**config.mk**
```make
export PLATFORM = sky130hd
export DESIGN_NAME = calc_sequencer
export DESIGN_NICKNAME = d
export VERILOG_FILES = /design/src/rtl/calc_sequencer.sv
export SDC_FILE = /design/constraint.sdc
export NUM_CORES = 1
export LEC_CHECK = 0
export ABC_AREA = 1
export ABC_CLOCK_PERIOD_IN_PS = 2250
export CAP_MARGIN = 20
export CORE_MARGIN = 2
export CORE_UTILIZATION = 47
export CTS_BUF_LIST = sky130_fd_sc_hd__clkbuf_8
export DETAILED_ROUTE_END_ITERATION = 10
export PLACE_DENSITY = 0.87
export SYNTH_ARGS = -nofsm -noshare
export SYNTH_HDL_FRONTEND = slang
export SYNTH_SLANG_ARGS = --single-unit
```
**constraint.sdc**
```tcl
create_clock -name clk_i -period 2.25 [get_ports clk_i]
set_clock_uncertainty 0.1 [all_clocks]
set_input_delay 0.3375 -clock clk_i [delete_from_list [all_inputs] [get_ports clk_i]]
set_output_delay 0.3375 -clock clk_i [all_outputs]
set_load 0.02 [all_outputs]
```
**src/rtl/calc_sequencer.sv**
```systemverilog
// Pocket-calculator control FSM: builds the decimal entry from key events, sequences a
// shared ALU over req/ack, writes the external accumulator and owns error/clear state.
module calc_sequencer #(
  parameter int WIDTH       = 16,
  parameter int ALU_TIMEOUT = 64
) (
  input  logic             clk_i,
  input  logic             rst_ni,
  input  logic             key_valid_i,
  input  logic [3:0]       key_code_i,
  output logic             key_ready_o,
  output logic             alu_req_o,
  output logic [1:0]       alu_op_o,
  output logic [WIDTH-1:0] alu_a_o,
  output logic [WIDTH-1:0] alu_b_o,
  input  logic             alu_ack_i,
  input  logic [WIDTH-1:0] alu_result_i,
  input  logic             alu_err_i,
  output logic             acc_w_o,
  output logic [WIDTH-1:0] acc_d_o,
  input  logic [WIDTH-1:0] acc_q_i,
  output logic [WIDTH-1:0] disp_o,
  output logic             err_o,
  output logic             busy_o
);

  localparam int CW = (ALU_TIMEOUT > 2) ? $clog2(ALU_TIMEOUT) : 1;
  localparam logic [CW-1:0] TMO_LAST = CW'(ALU_TIMEOUT - 1);

  typedef enum logic [1:0] {S_IDLE, S_ALU_WAIT, S_WRITE, S_ERROR} state_e;

  state_e           state_q, state_d;
  logic [WIDTH-1:0] entry_q, entry_d;
  logic             digits_q, digits_d;
  logic             pend_valid_q, pend_valid_d;
  logic [1:0]       pend_op_q, pend_op_d;
  logic             err_q, err_d;
  logic [1:0]       alu_op_q, alu_op_d;
  logic [WIDTH-1:0] alu_a_q, alu_a_d;
  logic [WIDTH-1:0] alu_b_q, alu_b_d;
  logic [WIDTH-1:0] acc_d_q, acc_d_d;
  logic [CW-1:0]    tmo_q, tmo_d;

  logic             do_clr;
  logic [1:0]       key_op;
  logic [WIDTH-1:0] entry_x10;

  // Key codes 10..13 map onto ALU ops 0..3.
  assign key_op    = key_code_i[1:0] + 2'd2;
  assign entry_x10 = (entry_q << 3) + (entry_q << 1);

  assign key_ready_o = (state_q == S_IDLE) || (state_q == S_ERROR);
  assign alu_req_o   = (state_q == S_ALU_WAIT);
  assign acc_w_o     = (state_q == S_WRITE);
  assign busy_o      = (state_q == S_ALU_WAIT) || (state_q == S_WRITE);
  assign alu_op_o    = alu_op_q;
  assign alu_a_o     = alu_a_q;
  assign alu_b_o     = alu_b_q;
  assign acc_d_o     = acc_d_q;
  assign err_o       = err_q;
  assign disp_o      = digits_q ? entry_q : acc_q_i;

  always_comb begin
    state_d      = state_q;
    entry_d      = entry_q;
    digits_d     = digits_q;
    pend_valid_d = pend_valid_q;
    pend_op_d    = pend_op_q;
    err_d        = err_q;
    alu_op_d     = alu_op_q;
    alu_a_d      = alu_a_q;
    alu_b_d      = alu_b_q;
    acc_d_d      = acc_d_q;
    tmo_d        = tmo_q;
    do_clr       = 1'b0;

    case (state_q)
      S_IDLE: begin
        if (key_valid_i) begin
          if (key_code_i <= 4'd9) begin
            entry_d  = entry_x10 + {{(WIDTH-4){1'b0}}, key_code_i};
            digits_d = 1'b1;
          end else if (key_code_i == 4'd15) begin
            do_clr = 1'b1;
          end else begin
            entry_d      = '0;
            digits_d     = 1'b0;
            pend_valid_d = (key_code_i != 4'd14);
            pend_op_d    = key_op;
            if (digits_q && !pend_valid_q) begin
              acc_d_d = entry_q;
              state_d = S_WRITE;
            end else if (digits_q) begin
              alu_a_d  = acc_q_i;
              alu_b_d  = entry_q;
              alu_op_d = pend_op_q;
              tmo_d    = '0;
              state_d  = S_ALU_WAIT;
            end
          end
        end
      end
      S_ALU_WAIT: begin
        // An ack on the final allowed cycle still wins over the timeout.
        if (alu_ack_i && alu_err_i) begin
          err_d   = 1'b1;
          state_d = S_ERROR;
        end else if (alu_ack_i) begin
          acc_d_d = alu_result_i;
          state_d = S_WRITE;
        end else if (tmo_q == TMO_LAST) begin
          err_d   = 1'b1;
          state_d = S_ERROR;
        end else begin
          tmo_d = tmo_q + 1'b1;
        end
      end
      S_WRITE: state_d = S_IDLE;
      S_ERROR: begin
        if (key_valid_i && key_code_i == 4'd15) do_clr = 1'b1;
      end
      default: state_d = S_IDLE;
    endcase

    if (do_clr) begin
      entry_d      = '0;
      digits_d     = 1'b0;
      pend_valid_d = 1'b0;
      err_d        = 1'b0;
      acc_d_d      = '0;
      state_d      = S_WRITE;
    end
  end

  always_ff @(posedge clk_i or negedge rst_ni) begin
    if (!rst_ni) begin
      state_q      <= S_IDLE;
      entry_q      <= '0;
      digits_q     <= 1'b0;
      pend_valid_q <= 1'b0;
      pend_op_q    <= 2'd0;
      err_q        <= 1'b0;
      alu_op_q     <= 2'd0;
      alu_a_q      <= '0;
      alu_b_q      <= '0;
      acc_d_q      <= '0;
      tmo_q        <= '0;
    end else begin
      state_q      <= state_d;
      entry_q      <= entry_d;
      digits_q     <= digits_d;
      pend_valid_q <= pend_valid_d;
      pend_op_q    <= pend_op_d;
      err_q        <= err_d;
      alu_op_q     <= alu_op_d;
      alu_a_q      <= alu_a_d;
      alu_b_q      <= alu_b_d;
      acc_d_q      <= acc_d_d;
      tmo_q        <= tmo_d;
    end
  end

endmodule

```
# Word level (Yosys, flattened, before mapping)
# Index checks and enable logic that the tools add are counted.
# op_classes
add_sub_neg	4
magnitude_cmp	1
n_eq_ne	26
n_mux	53
bitwise_logic	3
reduce_logical	22
# ops
cell	count
2-to-1 mux 16 bit	13
2-to-1 mux 6 bit	8
case mux 16 bit (2 select lines)	1
!= test 2 bit, second input constant	10
2-to-1 mux 1 bit	19
2-to-1 mux 2 bit	9
adder 16 bit	1
adder 16 x 4 -> 16 bit	1
!= test 3 bit, second input constant	5
case mux 6 bit (2 select lines)	1
AND reduction 6 bit	2
AND reduction 9 bit	1
AND reduction 4 bit	2
nonzero test 2 bit	4
AND reduction 7 bit	1
adder 6 x 1 -> 6 bit, second input constant	1
equality test 6 bit, second input constant	1
!= test 3 x 1 -> 1 bit, second input constant	2
case mux 2 bit (3 select lines)	1
AND reduction 3 bit	2
nonzero test 3 bit	2
!= test 5 x 1 -> 1 bit, second input constant	1
equality test 2 bit, second input constant	2
equality test 4 bit, second input constant	1
13 further kinds	18
# word_totals
register_bits	79
input_bits	41
out_inout_bits	71
word_cells	120

# Logic depth before layout (Yosys ltp)
# Gate-level depths: netlist (run 1).
# depth
depth_word	8
mapped_depth	13
mapped_depth_nobuf	13

# Worst setup path after synthesis (run 1)
# OpenSTA, ideal clock, no wires.
# synth_timing
path_kind	register -> register
from	reg entry_q[0]
to	reg entry_q[10]
setup_ns	0.127
arrival_time_ns	1.973
t_required_ns	2.023
slack_ns	0.049
path_stages_with_launch	12
path_buffers	0
synth_period_minus_slack_ns	2.201
cell_sequence	dfrtp_1 -> inv_1 -> fa_1 -> fa_1 -> inv_1 -> nand3_1 -> nand3_1 -> nand2_1 -> nand3_1 -> nand2_1 -> nand3_1 -> o21ai_0
# synth_via
elab_chain_len	6
# synth_rtl
element	line	text
start: declaration	33	logic [WIDTH-1:0] entry_q, entry_d;
start signal: assignment	150	entry_q <= entry_d;
adder 16 bit	50	assign entry_x10 = (entry_q << 3) + (entry_q << 1);
adder 16 x 4 -> 16 bit	81	entry_d = entry_x10 + {{(WIDTH-4){1'b0}}, key_code_i};
2-to-1 mux 16 bit	80	if (key_code_i <= 4'd9) begin
2-to-1 mux 16 bit	79	if (key_valid_i) begin
2-to-1 mux 16 bit	77	case (state_q)
2-to-1 mux 16 bit	125	if (do_clr) begin
# Every way passes these cells. The select of a mux whose other input is x is not followed.
# A chain may end at the register's enable or synchronous reset.

# Worst setup path after layout (run 1)
# layout_timing
from	reg entry_q[0]
to	reg entry_q[15]
# Same word-level chain as after synthesis.

==> impl_metrics.env, run 1 <==
export IMPL_die_y_um=104
export IMPL_portBuffers=111
export IMPL_crit_path_start_kind="register"
export IMPL_grt_setup_unrepaired="true"
export IMPL_routed_via_count=4688
export IMPL_yosysTopAreaCellShare=0.424
export IMPL_startpoint_to_endpoint_class_of_the_critical_path="register to register"
export IMPL_numClockSinks=79
export IMPL_grt_pass1_vias=4665
export IMPL_seq_cells_post_synth=79
export IMPL_root_buffer_cell="sky130_fd_sc_hd__clkbuf_8"
export IMPL_p_per_area_nw_per_um2=1480
export IMPL_global_route_usage_total=0.249
export IMPL_fmax_mhz=451
export IMPL_path_buf_inv=2
export IMPL_postRouteAntennaNets=0
export IMPL_dp_slack_ps=-529
export IMPL_yosys_synthesis_warning_count=0
export IMPL_syn_num_nets=690
export IMPL_setup_total_negative_slack_ps=0
export IMPL_synth_seq_area_share=0.424
export IMPL_cp_required_ps=2400
export IMPL_gp_routability_congestion=0.874
export IMPL_htree_levels=3
export IMPL_critical_path_slowest_cell="sky130_fd_sc_hd__fa_1"
export IMPL_cts_root_to_sink_buffers=2
export IMPL_leakage_nw=3.38
export IMPL_boundaryPins=112
export IMPL_dpl_cell_area_um2=6110
export IMPL_post_route_drc_violation_count=0
export IMPL_area_delta_synth_final_pct=39.6
export IMPL_worstSkewPairLatency_ps=350
export IMPL_synth_cells=615
export IMPL_core_area_um2=9680
export IMPL_final_nets=828
export IMPL_vias_per_cell=5.26
export IMPL_post_synth_top_area_cell="sky130_fd_sc_hd__dfrtp_1"
export IMPL_worst_ir_drop_vdd_v=0.000553
export IMPL_drt_pre_antenna_iters=5
export IMPL_layout_drive_gt1_share=0.111
export IMPL_crit_path_cell_trace="inv_2 > fa_1 > inv_2 > ha_4 > nand2_2 > nor2_2 > nand2_1 > nand3_2 > nand2_2 > nand2_1 > nand2_1 > nand3_2 > nand2_1"
export IMPL_timing_final_ws_setup_ps=35.1
export IMPL_finish_utilization=0.672
export IMPL_netlist_cell_type_count=28
export IMPL_crit_path_max_fanout=4
export IMPL_maxCapViolations=0
export IMPL_gr_total_overflow=0
export IMPL_row_count=36
export IMPL_num_antenna_cells=0
export IMPL_finalHoldViolations=0
export IMPL_wire_length_of_the_first_global_routing_pass_mm=21.9
export IMPL_wl_per_cell_um=14.9
export IMPL_synth_area_top_cells="sky130_fd_sc_hd__dfrtp_1 42%, sky130_fd_sc_hd__nand2_1 16%, sky130_fd_sc_hd__ha_1 8.6%"
export IMPL_layout_filler_cells=750
export IMPL_critical_path_endpoint_type="register"
export IMPL_dieWidth_um=104
export IMPL_period_share=0.984
export IMPL_cts_inserted_buffers=9
export IMPL_crit_path_max_incr_delay_ps=560
export IMPL_final_max_slew_viol_count=0
export IMPL_start_util=0.482
export IMPL_worst_slew_margin_rel=0.609
export IMPL_tritoncts="done"
export IMPL_clkSlewWorstSetupHoldPaths_ps=90
export IMPL_dr_first_iter_drc_count=299
export IMPL_tightest_slew_ps=587
export IMPL_cp_common_cell="sky130_fd_sc_hd__nand2_1"
export IMPL_die_area_um2=10700
export IMPL_arrival_worst_endpoint_ps=2360
export IMPL_finalSetupViolations=0
export IMPL_routed_wl_mm=13.3
export IMPL_critPathTopFamily="adder cells"
export IMPL_min_cycle_time_layout_ps=2210
export IMPL_dp_hpwl_mm=10.2
export IMPL_post_layout_total_power_mw=9.65
export IMPL_grt_max_degree=63
export IMPL_outcome="finished, final reports clean"
export IMPL_synth_avg_cell_area_um2=7.58
export IMPL_synthesis_area_um2=4660
export IMPL_postLayoutCellArea_um2=6510
export IMPL_min_path_type="register to register"
export IMPL_grt_antenna_before_repair=0
[metrics by stage]
stage,instances,hold slack (ps)
final,891,392
after global routing,891,408
after CTS,884,393
after detailed placement,867,279
after global placement,867,266
after floorplan,615,-58.1
[flip-flops by register name, indices dropped and copies added (netlist names)]
name	count
err_o	1
pend_valid_q	1
alu_a_o	16
state_q	2
acc_d_o	16
entry_q	16
digits_q	1
tmo_q	6
pend_op_q	2
alu_op_o	2
alu_b_o	16
[worst reg2reg max path: stages (launching register included)]
cell and delay (ps):
sky130_fd_sc_hd__dfrtp_1 380, sky130_fd_sc_hd__inv_2 60, sky130_fd_sc_hd__fa_1 560, sky130_fd_sc_hd__inv_2 60
sky130_fd_sc_hd__ha_4 270, sky130_fd_sc_hd__nand2_2 60, sky130_fd_sc_hd__nor2_2 110, sky130_fd_sc_hd__nand2_1 70
sky130_fd_sc_hd__nand3_2 110, sky130_fd_sc_hd__nand2_2 70, sky130_fd_sc_hd__nand2_1 80, sky130_fd_sc_hd__nand2_1 80
sky130_fd_sc_hd__nand3_2 60, sky130_fd_sc_hd__nand2_1 50
[area by class of cell]
type                    count  area, um2  share of cell area
multi-input cells         429       2340               0.359
well taps                 133        166              0.0256
inverters                  86        323              0.0496
flip-flops and latches     79       1980               0.304
repair buffers            148       1470               0.226
clock buffers               9        124              0.0190
clock inverters             7        113              0.0173
[cells by family (layout without fill, tap and decap cells)]
group,count (synthesis),after routing,synth area share
xor gates and xnor gates,6,6,0.0113
and+or+nand+nor,274,274,0.242
DFF,79,79,0.424
buffers and inverters,107,250,0.0934
AOI/OAI and AO/OA,115,115,0.135
adders and majority gates,34,34,0.0944
[placed cells by master, fill, tap and decap left out, types with 2 or more instances in the layout]
cell type                         count
sky130_fd_sc_hd__o211ai_1            17
sky130_fd_sc_hd__nand2_1            193
sky130_fd_sc_hd__buf_4               31
sky130_fd_sc_hd__nor2_4               3
sky130_fd_sc_hd__o21ai_0             62
sky130_fd_sc_hd__nand4_1             10
sky130_fd_sc_hd__buf_12               5
sky130_fd_sc_hd__inv_2                8
sky130_fd_sc_hd__xnor2_1              3
sky130_fd_sc_hd__clkinv_2             2
sky130_fd_sc_hd__nand3b_1             2
sky130_fd_sc_hd__clkdlybuf4s50_1     96
sky130_fd_sc_hd__dlymetal6s2s_1       9
sky130_fd_sc_hd__nand2_2              5
sky130_fd_sc_hd__o21ai_1             23
sky130_fd_sc_hd__xor2_1               3
sky130_fd_sc_hd__ha_2                 3
sky130_fd_sc_hd__bufinv_16            3
sky130_fd_sc_hd__ha_4                 2
sky130_fd_sc_hd__dfrtp_1             79
sky130_fd_sc_hd__nand3_2              5
sky130_fd_sc_hd__clkbuf_8             9
sky130_fd_sc_hd__dlygate4sd2_1        5
sky130_fd_sc_hd__inv_1               79
sky130_fd_sc_hd__ha_1                27
sky130_fd_sc_hd__nand3_1             26
sky130_fd_sc_hd__nor2_1              26
sky130_fd_sc_hd__a21oi_1              5
sky130_fd_sc_hd__o22ai_1              5
[where the power goes]
part           internal, mW  switching [mW]
Clock                 0.731           0.533
Combinational          2.54            3.39
Sequential             2.02           0.443
[cell usage after synthesis (all sizes together)]
cell,number
nand2,199
inv,86
o21ai,85
dfrtp,79
ha,32
nand3,31
nor2,30
o211ai,17
clkbuf,11
buf,10
nand4,10
a21oi,6
o22ai,5
xnor2,3
xor2,3
fa,2
nand3b,2
a31o,1
and3,1
o21a,1
or2,1
[layer usage]
| layer | global-route usage | up-vias | part of all wire |
|---|---|---|---|
| li1 | - | 2263 | - |
| met1 | 0.317 | 2209 | 0.43 |
| met2 | 0.426 | 180 | 0.49 |
| met3 | 0.0352 | 36 | 0.051 |
| met4 | 0.105 | 0 | 0.027 |
| met5 | 0 | - | 0 |
[final timing paths]
| kind | from | to | slack (ps) | cells after the start |
|---|---|---|---|---|
| max in group asynchronous | rst_ni | acc_d_o[6] | 1020 | 3 |
| min in group asynchronous | rst_ni | entry_q[13] | 440 | 2 |
| hold / removal | alu_a_o[4] | alu_a_o[4] | 390 | 2 |
| setup / recovery | entry_q[0] | entry_q[15] | 40 | 13 |
| setup reg to reg | entry_q[0] | entry_q[15] | 40 | 13 |
| hold reg to reg | alu_a_o[4] | alu_a_o[4] | 390 | 2 |
[repair_timing]
action / in CTS / in global routing
setup buffers: 0 / 7
pin swaps: 5 / 10
endpoints found under the setup margin: 14 / 42
hold endpoints to repair: 41 / 0
gates resized for setup: 12 / 27
hold buffers: 1 / 0
Note: power is estimated with default switching activity, not from simulation.
==> run 2: changes to the inputs <==
--- a/config.mk
+++ b/config.mk
@@ -5,7 +5,6 @@
 export SDC_FILE = /design/constraint.sdc
 export NUM_CORES = 1
 export LEC_CHECK = 0
-export ABC_AREA = 1
 export ABC_CLOCK_PERIOD_IN_PS = 2250
 export CAP_MARGIN = 20
 export CORE_MARGIN = 2
==> run 2 against run 1 <==
  * The flow now finishes with violations (negative setup slack)
  * Critical endpoint unchanged
  * Global-route usage rose by 6.3 points
  * Flip-flop and latch count did not move
  * Critical path type unchanged
  * Non-clock buffer count rose by 50
  * Worst hold slack got worse by 73 ps
==> impl_metrics.env, run 2 <==
export IMPL_outcome="finished, violations left"
export IMPL_failed_checks="negative setup slack"
export IMPL_post_route_drc_violation_count=0
export IMPL_postLayoutCellArea_um2=6990
export IMPL_min_cycle_time_layout_ps=2790
export IMPL_final_nets=746
export IMPL_grt_setup_unrepaired="true"
export IMPL_period_share=1.24
export IMPL_startpoint_to_endpoint_class_of_the_critical_path="register to register"
export IMPL_dp_hpwl_mm=10.5
export IMPL_sw_frac=0.437
export IMPL_yosys_synthesis_warning_count=0
export IMPL_net_switching_power_mw=4.51
export IMPL_whs_path_depth=2
export IMPL_pwr_share_clk=0.131
export IMPL_crit_path_start_kind="register"
export IMPL_synth_flop_cell="sky130_fd_sc_hd__dfrtp_1"
export IMPL_synth_top_cells_by_count="126 x sky130_fd_sc_hd__nand2_1, 79 x sky130_fd_sc_hd__dfrtp_1, 32 x sky130_fd_sc_hd__ha_1, 32 x sky130_fd_sc_hd__nor2_1, 23 x sky130_fd_sc_hd__mux2_2"
export IMPL_tritoncts="done"
export IMPL_setup_total_negative_slack_ps=-3420
export IMPL_cp_depth=8
export IMPL_synth_seq_area_share=0.428
export IMPL_syn_num_nets=559
export IMPL_row_count=36
export IMPL_critPathTopFamily="adder cells"
export IMPL_synthArstFlopShare=1.00
export IMPL_dominant_cell_by_count_in_the_synthesized_netlist="sky130_fd_sc_hd__nand2_1"
export IMPL_netlist_cell_type_count=55
export IMPL_gp_routability_congestion=0.907
export IMPL_crit_path_max_incr_delay_ps=490
export IMPL_worst_slew_margin_rel=0.665
export IMPL_synthesis_area_um2=4620
export IMPL_drt_pre_antenna_iters=6
export IMPL_die_y_um=103
export IMPL_die_area_um2=10600
export IMPL_leakage_nw=3.43
export IMPL_area_delta_synth_final_pct=51.4
export IMPL_dpl_cell_area_um2=6410
export IMPL_layout_cells_most_common="sky130_fd_sc_hd__nand2_1"
export IMPL_seq_cells_post_synth=79
export IMPL_worstSkewPairLatency_ps=390
export IMPL_dieWidth_um=103
export IMPL_vias_per_cell=6.07
export IMPL_tightest_slew_ps=495
export IMPL_wl_per_cell_um=22.1
export IMPL_critical_path_slowest_cell="sky130_fd_sc_hd__dfrtp_1"
export IMPL_maxCapViolations=0
export IMPL_arrival_worst_endpoint_ps=3000
export IMPL_routed_wl_mm=17.9
export IMPL_numClockSinks=79
export IMPL_dr_first_iter_drc_count=573
export IMPL_internal_power_mw=5.81
export IMPL_min_path_type="primary input to register"
export IMPL_synth_cells=484
export IMPL_r2r_cells=8
export IMPL_routed_via_count=4914
export IMPL_yosysTopAreaCellShare=0.428
export IMPL_root_buffer_cell="sky130_fd_sc_hd__clkbuf_8"
export IMPL_p_per_area_nw_per_um2=1480
export IMPL_timing_final_ws_setup_ps=-543
export IMPL_global_route_usage_total=0.312
export IMPL_path_buf_inv=1
export IMPL_fmax_mhz=358
export IMPL_core_area_um2=9640
export IMPL_post_synth_top_area_cell="sky130_fd_sc_hd__dfrtp_1"
export IMPL_combinationalPowerShare=0.626
export IMPL_cts_root_to_sink_buffers=2
export IMPL_wire_length_of_the_first_global_routing_pass_mm=24.9
export IMPL_grt_pass1_vias=4882
export IMPL_start_util=0.479
export IMPL_crit_path_max_fanout=7
export IMPL_grt_antenna_before_repair=0
export IMPL_grt_max_degree=49
export IMPL_final_max_slew_viol_count=0
export IMPL_cts_inserted_buffers=9
export IMPL_mostFrequentLayoutCells="125 x sky130_fd_sc_hd__nand2_1, 88 x sky130_fd_sc_hd__clkdlybuf4s50_1, 79 x sky130_fd_sc_hd__buf_4"
export IMPL_synth_avg_cell_area_um2=9.54
export IMPL_portBuffers=111
export IMPL_htree_levels=3
export IMPL_layout_drive_gt1_share=0.266
export IMPL_cp_required_ps=2460
export IMPL_postRouteAntennaNets=0
export IMPL_power_share_sequential=0.243
export IMPL_layout_filler_cells=644
export IMPL_gr_total_overflow=0
export IMPL_critical_path_endpoint_type="register"
export IMPL_clkSlewWorstSetupHoldPaths_ps=100
export IMPL_finalHoldViolations=0
export IMPL_fin_worst_hold_slack_ps=319
export IMPL_worst_ir_drop_vdd_v=0.000577
export IMPL_synth_enable_flop_cells=0
export IMPL_crit_path_cell_trace="ha_1 > ha_2 > nand3_1 > o211ai_1 > a311oi_2 > buf_4 > nor3_2 > nand3b_1"
export IMPL_num_antenna_cells=0
export IMPL_boundaryPins=112
export IMPL_finalSetupViolations=12
export IMPL_synth_area_top_cells="sky130_fd_sc_hd__dfrtp_1 43%, sky130_fd_sc_hd__nand2_1 10%, sky130_fd_sc_hd__ha_1 8.7%"
-- run 2: cell count changes in the layout (fill, tap and decap cells not counted), sizes merged, moves of 15 or more --
| cell | previous run | this run |
|---|---|---|
| nand2 | 199 | 126 |
| inv | 87 | 15 |
| o21ai | 85 | 22 |
| buf | 37 | 86 |
| mux2 | 0 | 33 |
| nand3 | 31 | 8 |
| mux2i | 0 | 19 |
| dlygate4sd2 | 5 | 20 |
-- run 2: metal layers --
metal	GRT usage	up-vias	part of all wire
met5	0	-	0
met4	0.216	0	0.069
met3	0.0786	132	0.089
met2	0.510	381	0.48
met1	0.359	2342	0.36
li1	-	2059	-
-- run 2: power groups by stage --
stage	combinational [mW]	clock (mW)	sequential, mW
finish	6.46	1.36	2.51
global placement	5.39	0	2.45
CTS	5.81	1.32	2.45
floorplan	2.69	0	2.82
detailed placement	5.61	0	2.47
global route	6.79	1.39	2.55
-- run 2: stage by stage --
step,worst slack (ps),instances,utilization,power [mW]
2_1_floorplan,-253,484,-,5.51
3_3_place_gp,-885,777,0.665,7.84
3_5_place_dp,-1010,777,0.665,8.08
4_1_cts,-303,804,0.707,9.58
5_1_grt,-565,809,0.725,10.7
6_report,-543,809,0.725,10.3
-- run 2: final timing paths --
path / start / to / slack [ps]
worst max-delay path: entry_q[5] / entry_q[15] / -540
worst min-delay path: key_code_i[3] / pend_valid_q / 320
worst max register to register: entry_q[5] / entry_q[15] / -540
worst min register to register: alu_a_o[4] / alu_a_o[4] / 390
max in group asynchronous: rst_ni / tmo_q[0] / 1100
min in group asynchronous: rst_ni / alu_a_o[4] / 340
-- run 2: repair_timing --
action,in CTS,in global routing
setup endpoints to repair,49,31
hold buffers,1,0
gates resized for setup,45,28
endpoints found under the hold margin,31,0
setup buffers,10,5
pin swaps,13,16
gates cloned,0,1
-- run 2: cells by family (layout without fill, tap and decap cells) --
logic type,after synthesis,after routing,synth area share
flops,79,79,0.428
fa+ha+maj,34,34,0.0953
compound gates,77,77,0.114
simple gates,195,195,0.180
mux,52,52,0.130
buf+inv,37,229,0.0339
xor+xnor,10,10,0.0190
-- run 2: layout make-up --
cell class / count / area (um2) / area share
Inverter: 15 / 58.8 / 0.00841
Multi-Input combinational cell: 368 / 2730 / 0.391
Sequential cell: 79 / 1980 / 0.283
Tap cell: 133 / 166 / 0.0238
Clock inverter: 6 / 108 / 0.0154
Clock buffer: 10 / 138 / 0.0197
Timing Repair Buffer: 198 / 1810 / 0.259
==> run 3: changes to the inputs <==
--- a/config.mk
+++ b/config.mk
@@ -11,6 +11,7 @@
 export CORE_UTILIZATION = 47
 export CTS_BUF_LIST = sky130_fd_sc_hd__clkbuf_8
 export DETAILED_ROUTE_END_ITERATION = 10
+export MAX_ROUTING_LAYER = met4
 export PLACE_DENSITY = 0.87
 export SYNTH_ARGS = -nofsm -noshare
 export SYNTH_HDL_FRONTEND = slang
==> run 3 against run 2 <==
  * The flow still finishes with violations (negative setup slack)
  * Worst setup slack better by 54 ps
  * Worst hold slack better by 17 ps
  * Non-clock buffer count is 1 higher
  * Via count is 3.1% lower
  * Final area is 1.2% lower
  * Maximum frequency is 2.0% higher
  * Utilization is 0.87 points lower
  * Clock power is 18% lower
  * Clock-buffer cell count stayed put
  * Cell count is 0.12% higher
==> impl_metrics.env, run 3 (synthesis gave the netlist of run 2 again) <==
export IMPL_numClockSinks=79
export IMPL_m1WireLength_mm=6.13
export IMPL_routed_wl_mm=16.5
export IMPL_final_max_slew_viol_count=0
export IMPL_critical_path_slowest_cell="sky130_fd_sc_hd__fa_1"
export IMPL_internal_power_mw=5.55
export IMPL_setup_total_negative_slack_ps=-3620
export IMPL_wire_length_of_the_first_global_routing_pass_mm=23.9
export IMPL_dp_hpwl_mm=10.4
export IMPL_cts_inserted_buffers=9
export IMPL_arrival_worst_endpoint_ps=2880
export IMPL_htree_levels=3
export IMPL_dr_first_iter_drc_count=372
export IMPL_boundaryPins=112
export IMPL_min_cycle_time_layout_ps=2740
export IMPL_combinationalPowerShare=0.635
export IMPL_clkSlewWorstSetupHoldPaths_ps=90
export IMPL_routed_via_count=4762
export IMPL_worst_ir_drop_vdd_v=0.000578
export IMPL_drt_pre_antenna_iters=5
export IMPL_layout_cells_most_common="sky130_fd_sc_hd__nand2_1"
export IMPL_failed_checks="negative setup slack"
export IMPL_cts_root_to_sink_buffers=2
export IMPL_timing_final_ws_setup_ps=-489
export IMPL_root_buffer_cell="sky130_fd_sc_hd__clkbuf_8"
export IMPL_worstSkewPairLatency_ps=370
export IMPL_area_delta_synth_final_pct=49.6
export IMPL_num_antenna_cells=0
export IMPL_start_util=0.479
export IMPL_tritoncts="done"
export IMPL_hold_path_startpoint="key_code_i[3]"
export IMPL_gp_routability_congestion=0.945
export IMPL_portBuffers=111
export IMPL_tightest_slew_ps=560
export IMPL_routed_top_layer="met4"
export IMPL_grt_pass1_vias=4725
export IMPL_dpl_cell_area_um2=6400
export IMPL_wl_per_cell_um=20.4
export IMPL_postLayoutCellArea_um2=6910
export IMPL_finalSetupViolations=11
export IMPL_path_buf_inv=2
export IMPL_grt_setup_unrepaired="true"
export IMPL_critical_path_endpoint_type="register"
export IMPL_wl_met3_mm=1.21
export IMPL_crit_path_start="entry_q[0]"
export IMPL_die_y_um=103
export IMPL_sw_frac=0.440
export IMPL_postRouteAntennaNets=0
export IMPL_min_path_type="primary input to register"
export IMPL_mostFrequentLayoutCells="125 x sky130_fd_sc_hd__nand2_1, 87 x sky130_fd_sc_hd__clkdlybuf4s50_1, 81 x sky130_fd_sc_hd__buf_4"
export IMPL_die_area_um2=10600
export IMPL_outcome="finished, violations left"
export IMPL_period_share=1.22
export IMPL_finalNonFillerCells=810
export IMPL_leakage_nw=3.44
export IMPL_crit_path_cell_trace="inv_2 > fa_1 > inv_1 > ha_1 > a21oi_2 > o211ai_1 > a311oi_2 > nor3_1 > nand3b_1"
export IMPL_crit_path_start_kind="register"
export IMPL_layout_drive_gt1_share=0.257
export IMPL_dieWidth_um=103
export IMPL_grt_max_degree=49
export IMPL_core_area_um2=9640
export IMPL_maxCapViolations=0
export IMPL_gr_total_overflow=0
export IMPL_critPathTopFamily="adder cells"
export IMPL_row_count=36
export IMPL_startpoint_to_endpoint_class_of_the_critical_path="register to register"
export IMPL_vias_per_cell=5.88
export IMPL_power_share_sequential=0.252
export IMPL_p_per_area_nw_per_um2=1440
export IMPL_grt_antenna_before_repair=0
export IMPL_routed_wl_met2_mm=8.39
export IMPL_cp_required_ps=2390
export IMPL_finalHoldViolations=0
export IMPL_crit_path_max_fanout=4
export IMPL_placed_cells=776
export IMPL_fmax_mhz=365
export IMPL_timing_rr_start="entry_q[0]"
export IMPL_pwr_share_clk=0.113
export IMPL_net_switching_power_mw=4.37
export IMPL_crit_path_max_incr_delay_ps=520
export IMPL_worst_slew_margin_rel=0.622
export IMPL_final_nets=747
export IMPL_global_route_usage_total=0.307
export IMPL_post_route_drc_violation_count=0
## run 3: metal layers
metal | track usage | up-vias
met5 | - | -
met2 | 0.517 | 296
li1 | - | 2062
met1 | 0.347 | 2318
met4 | 0.169 | 0
met3 | 0.0508 | 86
## run 3: cell type report
cell class / instances / area [um2]
fill: 653 / 2730
multi-input combinational: 368 / 2680
sequential: 79 / 1980
timing repair buffer: 199 / 1820
tap: 133 / 166
clock buffer: 10 / 138
clock inverter: 6 / 61.3
inverter: 15 / 58.8
## run 3: path summary, 6_finish.rpt
kind	to	slack, ps	cells after the start
max in group asynchronous	entry_q[11]	1080	3
setup reg to reg	entry_q[15]	-490	9
hold / removal	pend_valid_q	340	2
min in group asynchronous	alu_op_o[1]	350	2
hold reg to reg	alu_a_o[10]	380	2
setup / recovery	entry_q[15]	-490	9
## run 3: through the flow
stage          hold slack (ps)  setup slack, ps  total power, mW  utilization
2_1_floorplan            -58.1             -253             5.51            -
3_3_place_gp               202             -891             7.84        0.664
3_5_place_dp               208             -974             8.07        0.664
4_1_cts                    322             -350             9.32        0.695
5_1_grt                    356             -563             10.4        0.717
6_report                   336             -489             9.92        0.717
## run 3: power by group through the flow
| stage | clock, mW | sequential (mW) | combinational (mW) |
|---|---|---|---|
| floorplan | 0 | 2.82 | 2.69 |
| CTS | 1.11 | 2.44 | 5.77 |
| detailed placement | 0 | 2.46 | 5.61 |
| finish | 1.12 | 2.50 | 6.30 |
| global placement | 0 | 2.45 | 5.40 |
| global route | 1.19 | 2.54 | 6.67 |
## run 3: worst reg2reg max path, delay by kind of cell, from the launching register on
| kind | cells | cell delay (ps) |
|---|---|---|
| fa+ha+maj | 2 | 820 |
| compound gates | 3 | 820 |
| flops | 1 | 430 |
| simple gates | 2 | 310 |
| buf+inv | 2 | 140 |
## run 3: what timing repair did
action                                 in CTS  in global routing
pin swaps                                  13                 19
gates cloned                                0                  1
buffers inserted                            5                 11
endpoints found under the hold margin      31                  0
setup endpoints to repair                  68                 50
hold buffers                                1                  0
gates resized for setup                    45                 28
